`src/rtl/truth_table_scanner_if.sv`:
```
// ----------------------------------------------------------------------------
// truth_table_scanner_if
//   Bundles the control, breadboard and read-back signals of the truth-table
//   scanner. The scanner itself connects through the slave modport; the host
//   (or testbench) connects through the master modport.
//
//   start    host -> scanner   request a full scan
//   busy     scanner -> host   scan in progress
//   done     scanner -> host   one-cycle completion pulse
//   code     scanner -> board  breadboard input code {w,x,y,z}
//   result   board -> scanner  breadboard outputs {r9..r0}
//   rd_addr  host -> scanner   table read address
//   rd_data  scanner -> host   registered table word
//   cnt_sel  host -> scanner   ones-count select
//   cnt_out  scanner -> host   selected ones-count
// ----------------------------------------------------------------------------
interface truth_table_scanner_if #(
    parameter int N_IN  = 4,
    parameter int N_OUT = 10
);
    logic              start;
    logic              busy;
    logic              done;
    logic [N_IN-1:0]   code;
    logic [N_OUT-1:0]  result;
    logic [N_IN-1:0]   rd_addr;
    logic [N_OUT-1:0]  rd_data;
    logic [3:0]        cnt_sel;
    logic [N_IN:0]     cnt_out;

    modport master (
        output start, result, rd_addr, cnt_sel,
        input  busy, done, code, rd_data, cnt_out
    );

    modport slave (
        input  start, result, rd_addr, cnt_sel,
        output busy, done, code, rd_data, cnt_out
    );
endinterface

```
`src/rtl/truth_table_scanner.sv`:
```
// ----------------------------------------------------------------------------
// truth_table_scanner
//   Drives a combinational breadboard through every input code, holds each
//   code for SETTLE_CYCLES cycles, then captures the outputs into a result
//   table and accumulates a per-output ones-count. After the scan the table
//   and the counts can be read back through rd_addr/rd_data and
//   cnt_sel/cnt_out.
//
//   clk  in   single clock, rising edge
//   rst  in   synchronous, active-high reset (aborts a scan, no done)
//   bus  slave modport of truth_table_scanner_if (see interface header)
//
//   Per code the scan spends SETTLE_CYCLES cycles in SETTLE and one in
//   CAPTURE, so DONE is entered 2^N_IN*(SETTLE_CYCLES+1) edges after the
//   edge that sampled start. SETTLE_CYCLES must be at least 1.
// ----------------------------------------------------------------------------
module truth_table_scanner #(
    parameter int N_IN          = 4,
    parameter int N_OUT         = 10,
    parameter int SETTLE_CYCLES = 4
) (
    input logic                  clk,
    input logic                  rst,
    truth_table_scanner_if.slave bus
);
    localparam int DEPTH = 2 ** N_IN;
    localparam int CW    = N_IN + 1;
    localparam int SW    = (SETTLE_CYCLES > 1) ? $clog2(SETTLE_CYCLES) : 1;

    localparam logic [N_IN-1:0] LAST_CODE   = '1;
    localparam logic [SW-1:0]   SETTLE_LAST = SW'(SETTLE_CYCLES - 1);

    typedef enum logic [1:0] {
        IDLE    = 2'd0,
        SETTLE  = 2'd1,
        CAPTURE = 2'd2,
        DONE    = 2'd3
    } state_t;

    state_t            state, state_next;
    logic [N_IN-1:0]   code;
    logic [SW-1:0]     settle;
    logic [CW-1:0]     cnt [N_OUT];
    logic [N_OUT-1:0]  tbl [DEPTH];
    logic [N_OUT-1:0]  rd_data;

    // ------------------------------------------------------------------
    // State register
    // ------------------------------------------------------------------
    // NOTE: sequential state uses non-blocking assignments so every flop
    // samples the pre-edge values, independent of process ordering.
    always_ff @(posedge clk) begin
        if (rst) state <= IDLE;
        else     state <= state_next;
    end

    // ------------------------------------------------------------------
    // Next-state logic
    // ------------------------------------------------------------------
    // NOTE: state_next gets a default before the case so no path leaves it
    // unassigned, which would otherwise infer a latch.
    always_comb begin
        state_next = state;
        unique case (state)
            IDLE:    if (bus.start) state_next = SETTLE;
            SETTLE:  if (settle == SETTLE_LAST) state_next = CAPTURE;
            CAPTURE: state_next = (code == LAST_CODE) ? DONE : SETTLE;
            DONE:    state_next = IDLE;
            default: state_next = IDLE;
        endcase
    end

    // ------------------------------------------------------------------
    // Outputs decoded from state
    // ------------------------------------------------------------------
    always_comb begin
        bus.busy = (state == SETTLE) || (state == CAPTURE);
        bus.done = (state == DONE);
    end

    // ------------------------------------------------------------------
    // Datapath: code, settle counter, result table, ones-counters, read port
    // ------------------------------------------------------------------
    always_ff @(posedge clk) begin
        if (rst) begin
            code    <= '0;
            settle  <= '0;
            rd_data <= '0;
            for (int i = 0; i < N_OUT; i++) cnt[i] <= '0;
            // NOTE: the table is a small flop array that must read as zero
            // after reset, so it is cleared here rather than mapped to RAM.
            for (int a = 0; a < DEPTH; a++) tbl[a] <= '0;
        end else begin
            // Read sees the table as of this edge; a same-edge write to the
            // same address shows up one cycle later.
            rd_data <= tbl[bus.rd_addr];

            unique case (state)
                IDLE: begin
                    if (bus.start) begin
                        code   <= '0;
                        settle <= '0;
                        for (int i = 0; i < N_OUT; i++) cnt[i] <= '0;
                    end
                end
                SETTLE: begin
                    settle <= settle + SW'(1);
                end
                CAPTURE: begin
                    tbl[code] <= bus.result;
                    for (int i = 0; i < N_OUT; i++)
                        cnt[i] <= cnt[i] + CW'(bus.result[i]);
                    // The last code is left on the bus after the scan.
                    if (code != LAST_CODE) begin
                        code   <= code + N_IN'(1);
                        settle <= '0;
                    end
                end
                default: ;
            endcase
        end
    end

    // ------------------------------------------------------------------
    // Ones-count select; out-of-range selects read as zero
    // ------------------------------------------------------------------
    always_comb begin
        bus.cnt_out = '0;
        for (int i = 0; i < N_OUT; i++)
            if (bus.cnt_sel == 4'(i)) bus.cnt_out = cnt[i];
    end

    assign bus.code    = code;
    assign bus.rd_data = rd_data;

endmodule
```
`src/flat_wrapper.sv`:
```
// flat-port wrapper written by rule: the top's interface ports become plain ports
module truth_table_scanner_flat 
#(
    parameter int N_IN          = 4,
    parameter int N_OUT         = 10,
    parameter int SETTLE_CYCLES = 4
)
  (clk, rst, bus_start, bus_result, bus_rd_addr, bus_cnt_sel, bus_busy, bus_done, bus_code, bus_rd_data, bus_cnt_out);
  truth_table_scanner_if #(.N_IN(N_IN), .N_OUT(N_OUT)) bus_i ();
  input logic clk;
  input logic rst;
  input wire logic [$bits(bus_i.start)-1:0] bus_start;
  input wire logic [$bits(bus_i.result)-1:0] bus_result;
  input wire logic [$bits(bus_i.rd_addr)-1:0] bus_rd_addr;
  input wire logic [$bits(bus_i.cnt_sel)-1:0] bus_cnt_sel;
  output wire logic [$bits(bus_i.busy)-1:0] bus_busy;
  output wire logic [$bits(bus_i.done)-1:0] bus_done;
  output wire logic [$bits(bus_i.code)-1:0] bus_code;
  output wire logic [$bits(bus_i.rd_data)-1:0] bus_rd_data;
  output wire logic [$bits(bus_i.cnt_out)-1:0] bus_cnt_out;
  assign bus_i.start = bus_start;
  assign bus_i.result = bus_result;
  assign bus_i.rd_addr = bus_rd_addr;
  assign bus_i.cnt_sel = bus_cnt_sel;
  assign bus_busy = bus_i.busy;
  assign bus_done = bus_i.done;
  assign bus_code = bus_i.code;
  assign bus_rd_data = bus_i.rd_data;
  assign bus_cnt_out = bus_i.cnt_out;
  truth_table_scanner #(.N_IN(N_IN), .N_OUT(N_OUT), .SETTLE_CYCLES(SETTLE_CYCLES)) u_core (.clk(clk), .rst(rst), .bus(bus_i));
endmodule
```
`config.mk`:
```
export PLATFORM = sky130hd
export DESIGN_NAME = truth_table_scanner_flat
export DESIGN_NICKNAME = d
export VERILOG_FILES = /design/src/rtl/truth_table_scanner_if.sv /design/src/rtl/truth_table_scanner.sv /design/src/flat_wrapper.sv
export SDC_FILE = /design/constraint.sdc
export NUM_CORES = 1
export LEC_CHECK = 0
export CORE_MARGIN = 2
export CORE_UTILIZATION = 52
export CTS_CLUSTER_SIZE = 10
export DETAILED_ROUTE_END_ITERATION = 6
export PLACE_DENSITY = 0.67
export SYNTH_ARGS = -nofsm -noshare
export SYNTH_HDL_FRONTEND = slang
export SYNTH_SLANG_ARGS = --single-unit
```
`constraint.sdc`:
```
create_clock -name clk -period 4.4 [get_ports clk]
set_input_delay 0.44 -clock clk [delete_from_list [all_inputs] [get_ports clk]]
set_output_delay 0.44 -clock clk [all_outputs]
set_load 0.01 [all_outputs]
```
Yosys cells after proc, flatten, opt, wreduce, memory -nomap -nowiden
Memory sizes are Yosys's and may differ from the RTL's. A register that Yosys moved wholly into a read port is not among the register bits.
Cells that the tools add are included.
{ "totals": {"reg_bits": 8, "ramBits": 210, "input_bits": 21, "output_inout_bits": 21, "elab_cells": 116, "mem_count": 2} }
{ "memory_table": {"columns": ["name", "words", "word_bits", "read_ports", "rd_clocked_by_memory_dff", "wr", "line_no", "source"], "rows": [
  ["u_core.tbl", 16, 10, 1, 1, 16, "truth_table_scanner.sv:44", "logic [N_OUT-1:0] tbl [DEPTH];"],
  ["u_core.cnt", 10, 5, 10, 0, 10, "truth_table_scanner.sv:43", "logic [CW-1:0] cnt [N_OUT];"]
]} }
{ "classes": {"addsub": 12, "eq_ne": 18, "n_mux": 52, "n_bitwise": 20, "n_reduce_logical": 9} }
{ "ops": {"columns": ["cell", "count"], "rows": [
  ["2-to-1 mux 5 bit", 30],
  ["adder 5 x 1 -> 5 bit", 10],
  ["OR 1 bit", 20],
  ["== test 4 x 3 -> 1 bit (second input constant)", 4],
  ["== test 4 bit (second input constant)", 3],
  ["2-to-1 mux 4 bit", 3],
  ["2-to-1 mux 1 bit", 10],
  ["2-to-1 mux 10 bit", 1],
  ["2-to-1 mux 2 bit", 5],
  ["OR reduction 10 bit", 1],
  ["== test 4 x 2 -> 1 bit (second input constant)", 2],
  ["one-hot mux 2 bit (4 select lines)", 1],
  ["one-hot mux 4 bit (2 select lines)", 1],
  ["== test 2 bit (second input constant)", 3],
  ["one-hot mux 2 bit (3 select lines)", 1],
  ["AND reduction 3 bit", 2],
  ["adder 4 x 1 -> 4 bit (second input constant)", 1],
  ["== test 4 x 1 -> 1 bit (second input constant)", 1],
  ["zero test 4 bit", 1],
  ["!= test 2 bit (second input constant)", 2],
  ["!= test 4 bit (second input constant)", 1],
  ["nonzero test 3 bit", 1],
  ["adder 2 x 1 -> 2 bit (second input constant)", 1],
  ["== test 2 x 1 -> 1 bit (second input constant)", 1],
  ["5 further kinds", 5]
]} }

Logic depth before layout (Yosys ltp)
Gate-level depths: netlist of run 1.
{ "logic_depth": {"word_depth": 11, "depth_mapped": 8, "depth_no_buf": 6} }

Worst setup path after synthesis of run 1
Ideal clock, no wire load.
{ "synth_path": {"kind": "input to register", "startpoint": "input port rst", "endpoint": "memory u_core.cnt[0][0] in the netlist's numbering (enable)", "t_arrival_ps": 1863, "required_time_ps": 3997, "setup_slack_ps": 2134, "stages": 4, "n_path_buf": 2, "cell_sequence": "clkbuf_8 clkbuf_1 nor2_1 nand2_1"} }
{ "synth_lines": {"columns": ["item", "line_no", "source"], "rows": [
  ["start: declaration", "flat_wrapper.sv:11", "input logic rst;"],
  ["end: declaration", "truth_table_scanner.sv:43", null]
]} }

Worst setup path in the final report of run 1
{ "layout_path": {"startpoint": "input port bus_cnt_sel[2]", "endpoint": "output port bus_cnt_out[3]"} }
{ "layout_between": {"elab_chain_len": 11} }
{ "layout_rtl": {"columns": ["item", "line_no", "source"], "rows": [
  ["start: declaration", "flat_wrapper.sv:15", "input wire logic [$bits(bus_i.cnt_sel)-1:0] bus_cnt_sel;"],
  ["zero test 4 bit", "truth_table_scanner.sv:130", "if (bus.cnt_sel == 4'(i)) bus.cnt_out = cnt[i];"],
  ["2-to-1 mux 5 bit (9 in series)", "truth_table_scanner.sv:130", null],
  ["2-to-1 mux 5 bit *", "truth_table_scanner.sv:130", null],
  ["end: declaration", "flat_wrapper.sv:20", "output wire logic [$bits(bus_i.cnt_out)-1:0] bus_cnt_out;"]
]} }
Every way passes the cells marked *; elsewhere a longest branch is shown, timed or not.

==> impl_metrics.csv, run 1 <==
group,metric,value,unit
sta,setup_viol,0,
sta,tightest_slew,1155,ps
worst_setup_path,crit_family,"buffers and inverters",
clock_network,cts_tree,"done",
synthesis,ys_seq_elements,228,
sta,fmax,0.3296,GHz
die,dieArea,22630,um^2
cells_and_area,multi_input_area,4146,um^2
min_path,hold_class,"reg -> reg",
min_path,hp-start,"u_core.settle[1]$_SDFFE_PP0P_",
clock_network,clock-sinks,228,
synthesis,syn-num-nets,852,
cells_and_area,syn2layout_area_growth,12.45,%
routing,routed_via_density,5.727,
worst_setup_path,worstPathArrival,2590,ps
worst_setup_path,cp_num_buf_inv,2,
synthesis,yosys.area.top_type,"edfxtp_1",
synthesis,synth_common_cells,"210 x edfxtp_1, 182 x and2_1, 55 x nor2_1",
place,dp_slack,1383,ps
global_routing,grt_pass1_vias,6734,
cells_and_area,register_area,6666,um^2
die,die_y,150.4,um
sta,drv_slew,0,
clock_network,cts_resized,0,
worst_setup_path,path_common_cell,"clkdlybuf4s50_1",
synthesis,ys_warn_count,0,
cells_and_area,final_util,0.5964,
worst_setup_path,cp_cell_sequence,"clkdlybuf4s50_1 -> or4bb_1 -> a21oi_1 -> o221ai_1 -> clkdlybuf4s50_1",
die,pin_count,42,
cells_and_area,n_fill_cell,1591,
run,maxCapViolCount,0,
sta,final.period_utilization,0.6895,
worst_setup_path,setup.worst_path.end_class,"output pin",
routing,first_iter_violations,442,
routing,drc_errors,0,
synthesis,synthArstFlopShare,0,
worst_setup_path,cp.required,3960,ps
synthesis,ys_types,48,
clock_network,clkTransAtPathRegs,50,ps
min_path,hold_end,"u_core.settle[1]$_SDFFE_PP0P_",
synthesis,syn_area,11150,um^2
global_routing,track_usage,0.2235,
synthesis,yosysSeqAreaShare,0.5979,
place,numPortBuffers,41,
sta,period_needed,3034,ps
routing,wirelength,24260,um
clock_network,clockRootBuffer,"clkbuf_16",
pwr,powerDensity,440.4,nW/um^2
global_routing,antenna_found_initial,0,
worst_setup_path,critical-path-max-stage-delay,800,ps
worst_setup_path,critPathSlowestCell,"clkdlybuf4s50_1",
worst_setup_path,start_kind,"input pin",
status,outcome,"finished, final reports clean",
clock_network,cts_setup_buffers,0,
global_routing,grt_pass1_wl,38140,um
sta,slew_headroom,0.2297,
synthesis,ys_top_cells_by_area,"edfxtp_1 57%, and2_1 10%, mux4_1 4.7%",
die,rows,53,
place,hpwl,16310,um
min_path,whs_path_depth,2,
cells_and_area,final_nets,890,
pwr,p_leak,4.740,nW
cells_and_area,design_area,12540,um^2
synthesis,yosys.area.top_type_share,0.5656,
synthesis,synthCells,801,
sta,fin_ws,1366,ps
die,die_x,150.4,um
synthesis,synth_edf_count,210,
place,gp_congestion,0.8776,
clock_network,clock_path_buffers,3,
worst_setup_path,worst-path-max-fanout,15,
clock_network,cts.hold.buffers_added,0,
synthesis,synth.most_common_cell,"edfxtp_1",
sta,finalHoldViolations,0,
synthesis,ys_dominant_reg_cell,"edfxtp_1",
die,initial_utilization,0.5304,
worst_setup_path,r2r_cells,6,
clock_network,insertion_delay,530,ps
worst_setup_path,rr_endpoint,"u_core.tbl[13][1]$_SDFFCE_PN0P_",
synthesis,syn_avg_cell_area,13.92,um^2
cells_and_area,diodes,0,
worst_setup_path,r2r_start,"u_core.state[0]$_SDFFE_PP0P_",
pwr,vdd_drop_max,0.0003947,V
cells_and_area,drive_gt1_frac,0.1129,
global_routing,grt_max_degree,46,
clock_network,cts_buffers,27,
place,dpl_cell_area,11750,um^2
sta,fin_tns_setup,0,ps
clock_network,ctsHtreeMaxLevel,1,
sta,rsz0062_at_grt,"no",
routing,final_antenna_net_count,0,
routing,vias,6494,
global_routing,grt_overflow,0,
worst_setup_path,crit_type,"in -> out",
worst_setup_path,r2r_slack,1740,ps
sta,skew,11.67,ps
routing,drt_pass1_iterations,4,
die,core-area,21020,um^2
routing,routedWlPerCell,21.39,um
==> layout make-up <==
cell class	instances	share of cell area
multi-input combinational	512	0.3307
timing repair buffer	62	0.04491
inverter	8	0.002395
clock inverter	3	0.001597
tap	275	0.02745
clock buffer	46	0.06118
sequential	228	0.5317
==> through the flow <==
step | std cells | power [mW] | hold slack (ps)
3_5_place_dp | 1085 | 3.567 | 502.9
4_1_cts | 1134 | 5.568 | 511.7
5_1_grt | 1134 | 5.751 | 529.2
2_1_floorplan | 801 | 3.271 | 449.8
6_report | 1134 | 5.521 | 503.9
3_3_place_gp | 1085 | 3.535 | 460.6
==> worst reg2reg max path, stage by stage, from the launching register on <==
cell,delay [ps]
dfxtp_1,350
inv_1,130
ha_1,360
and2b_2,470
nand2_1,200
nor2_1,480
or2_2,350
==> power by group <==
part / switching, mW / internal, mW
Combinational: 0.417 / 0.321
Clock: 0.823 / 1.17
Sequential: 0.162 / 2.62
==> logic make-up (layout without fill, tap and decap cells) <==
logic type	Yosys count	after routing	share of synthesized area
compound gates	51	51	0.03030
simple gates	324	324	0.1642
fa+ha+maj	30	30	0.03367
flops	228	228	0.5979
mux	75	75	0.1184
xor+xnor	32	32	0.02514
buf+inv	61	119	0.03041
==> cells in the final DEF (no fill, tap or decap), drive strengths merged, types with 2 or more instances in the layout <==
cell type | Yosys | final
dfxtp | 18 | 18
or2 | 16 | 16
edfxtp | 210 | 210
or4bb | 2 | 2
xor2 | 22 | 22
mux2i | 31 | 31
nor2b | 5 | 5
o221ai | 2 | 2
nand2b | 7 | 7
nor3 | 6 | 6
nor2 | 55 | 55
mux2 | 5 | 5
a21oi | 9 | 9
inv | 8 | 9
o22ai | 7 | 7
a22oi | 13 | 13
o211ai | 5 | 5
nand2 | 14 | 14
o21ai | 7 | 7
xnor2 | 10 | 10
ha | 30 | 30
clkdlybuf4s50 | 0 | 40
buf | 16 | 22
clkbuf | 37 | 46
a31oi | 2 | 2
and2 | 182 | 182
mux4 | 39 | 39
nand3 | 30 | 30
==> per-layer routing <==
layer	vias up	routed length (um)	global-route usage
li1	3001	-	-
met3	54	1409	0.03424
met5	-	0	0
met2	204	11830	0.3782
met4	0	700	0.06792
met1	3235	10320	0.2998
==> state kept, by name (all words and copies together), names as in the netlist <==
| name | flops |
|---|---|
| u_core.tbl | 160 |
| u_core.bus.code | 4 |
| u_core.bus.rd_data | 10 |
| u_core.cnt | 50 |
| u_core.settle | 2 |
| u_core.state | 2 |
==> how the worst max path moves through the flow <==
stage,start,endpoint,slack (ps),cells past startpoint
6_report,bus_cnt_sel[2],bus_cnt_out[3],1370,5
5_1_grt,bus_cnt_sel[2],bus_cnt_out[3],1240,5
4_1_cts,bus_cnt_sel[2],bus_cnt_out[3],1370,5
3_5_place_dp,bus_cnt_sel[1],bus_cnt_out[2],1380,5
3_3_place_gp,bus_cnt_sel[0],bus_cnt_out[0],1420,6
2_1_floorplan,rst,u_core.cnt[0][0]$_SDFFCE_PN0P_,2130,4
Note: power is estimated with default switching activity, not from simulation.
==> run 2: changes to the inputs <==
Clock period 4.4 ns to 3.1 ns, I/O delays scaled along.
==> impl_metrics.csv, run 2 (synthesis results as in run 1) <==
group,metric,value,unit
status,outcome,"finished, final reports clean",
min_path,hold_end,"u_core.settle[1]$_SDFFE_PP0P_",
global_routing,grt_overflow,0,
global_routing,grt_pass1_wl,37980,um
min_path,hp-start,"u_core.settle[1]$_SDFFE_PP0P_",
global_routing,antenna_found_initial,0,
routing,drt_pass1_iterations,4,
worst_setup_path,critPathSlowestCell,"mux4_2",
sta,final.period_utilization,0.8906,
die,pin_count,42,
worst_setup_path,cp_cell_sequence,"clkdlybuf4s50_1 -> buf_4 -> mux4_2 -> mux2i_1 -> o22ai_1 -> clkdlybuf4s50_1",
worst_setup_path,setup.worst_path.end_class,"output pin",
worst_setup_path,worst-path-max-fanout,25,
worst_setup_path,start_kind,"input pin",
worst_setup_path,r2r_cells,6,
place,dpl_cell_area,11770,um^2
place,gp_congestion,0.8750,
clock_network,clock-sinks,228,
global_routing,grt_pass1_vias,6618,
worst_setup_path,r2r_slack,620,ps
cells_and_area,design_area,12520,um^2
worst_setup_path,critical-path-max-stage-delay,550,ps
clock_network,clkTransAtPathRegs,60,ps
min_path,whs_path_depth,2,
routing,vias,6537,
cells_and_area,syn2layout_area_growth,12.33,%
place,hpwl,16470,um
sta,tightest_slew,943.0,ps
sta,setup_viol,0,
cells_and_area,diodes,0,
routing,routed_via_density,5.765,
place,numPortBuffers,41,
sta,period_needed,2761,ps
worst_setup_path,r2r_start,"u_core.state[0]$_SDFFE_PP0P_",
worst_setup_path,path_common_cell,"clkdlybuf4s50_1",
worst_setup_path,worstPathArrival,2450,ps
run,maxCapViolCount,0,
sta,rsz0062_at_grt,"no",
sta,skew,19.83,ps
pwr,p_leak,4.727,nW
clock_network,cts_setup_buffers,0,
worst_setup_path,cp_num_buf_inv,3,
pwr,vdd_drop_max,0.0005266,V
routing,first_iter_violations,521,
worst_setup_path,cp.required,2790,ps
clock_network,clockRootBuffer,"clkbuf_16",
pwr,powerDensity,624.1,nW/um^2
routing,routedWlPerCell,21.81,um
worst_setup_path,crit_family,"buffers and inverters",
worst_setup_path,crit_type,"in -> out",
clock_network,cts.hold.buffers_added,0,
cells_and_area,final_util,0.5958,
sta,finalHoldViolations,0,
routing,drc_errors,0,
sta,fin_tns_setup,0,ps
clock_network,insertion_delay,530,ps
cells_and_area,regMostFlops,"u_core.tbl",
min_path,hold_class,"reg -> reg",
cells_and_area,largest_registers,"u_core.tbl (160), u_core.cnt (50), u_core.bus.rd_data (10)",
cells_and_area,largest_reg_flops,160,
worst_setup_path,rr_endpoint,"u_core.tbl[10][6]$_SDFFCE_PN0P_",
clock_network,cts_buffers,26,
die,core-area,21020,um^2
global_routing,grt_max_degree,46,
clock_network,ctsHtreeMaxLevel,1,
die,die_y,150.4,um
die,dieArea,22630,um^2
routing,wirelength,24730,um
die,die_x,150.4,um
die,rows,53,
sta,fin_ws,339.2,ps
cells_and_area,final_nets,890,
cells_and_area,final_common_cell,"edfxtp_1",
clock_network,clock_path_buffers,3,
cells_and_area,drive_gt1_frac,0.1094,
clock_network,cts_tree,"done",
global_routing,track_usage,0.2239,
sta,fmax,0.3622,GHz
die,initial_utilization,0.5304,
sta,drv_slew,0,
cells_and_area,mostFrequentLayoutCells,"210 x edfxtp_1, 182 x and2_1, 55 x nor2_1",
sta,slew_headroom,0.3690,
clock_network,cts_resized,0,
routing,final_antenna_net_count,0,
place,dp_slack,349.1,ps
==> run 2: area by class of cell <==
class,count,area (um^2)
inverter,8,30.03
sequential,228,6666
tap,275,344.1
multi-input combinational,512,4146
fill,1613,8497
clock buffer,48,754.5
timing repair buffer,63,583.1
==> run 2: power breakdown <==
| part | switching, mW | internal, mW | total, mW |
|---|---|---|---|
| Combinational | 0.597 | 0.485 | 1.08 |
| Sequential | 0.229 | 3.72 | 3.95 |
| Clock | 1.17 | 1.62 | 2.79 |
==> run 2: worst min-delay path, delay by kind of cell, from the launching register on <==
family | cells | cell delay, ps
flip-flops | 1 | 310
AND/OR/NAND/NOR | 1 | 60
AO/OA/AOI/OAI | 1 | 50
==> run 2: how the worst max path moves through the flow <==
stage | from | depth (start not counted) | slack, ps | to
2_1_floorplan | u_core.state[0]$_SDFFE_PP0P_ | 5 | 850 | u_core.cnt[0][0]$_SDFFCE_PN0P_
3_3_place_gp | bus_cnt_sel[0] | 6 | 370 | bus_cnt_out[0]
3_5_place_dp | bus_cnt_sel[0] | 6 | 350 | bus_cnt_out[0]
4_1_cts | bus_cnt_sel[0] | 6 | 330 | bus_cnt_out[0]
5_1_grt | bus_cnt_sel[0] | 6 | 220 | bus_cnt_out[0]
6_report | bus_cnt_sel[0] | 6 | 340 | bus_cnt_out[0]
==> run 2: metrics by stage <==
stage | hold slack (ps) | std cells | power (mW)
after CTS | 477.6 | 1134 | 7.854
after floorplan | 449.8 | 801 | 4.643
after detailed placement | 470.0 | 1086 | 5.095
final | 476.3 | 1134 | 7.816
after global placement | 459.6 | 1086 | 5.037
after global routing | 504.3 | 1134 | 8.102
==> run 2: layer usage <==
layer,GRT usage,routed length [um],up-vias
met3,0.03273,1319,52
met1,0.3089,10620,3275
met2,0.3661,11930,209
met5,0,0,-
li1,-,-,3001
met4,0.07783,862,0
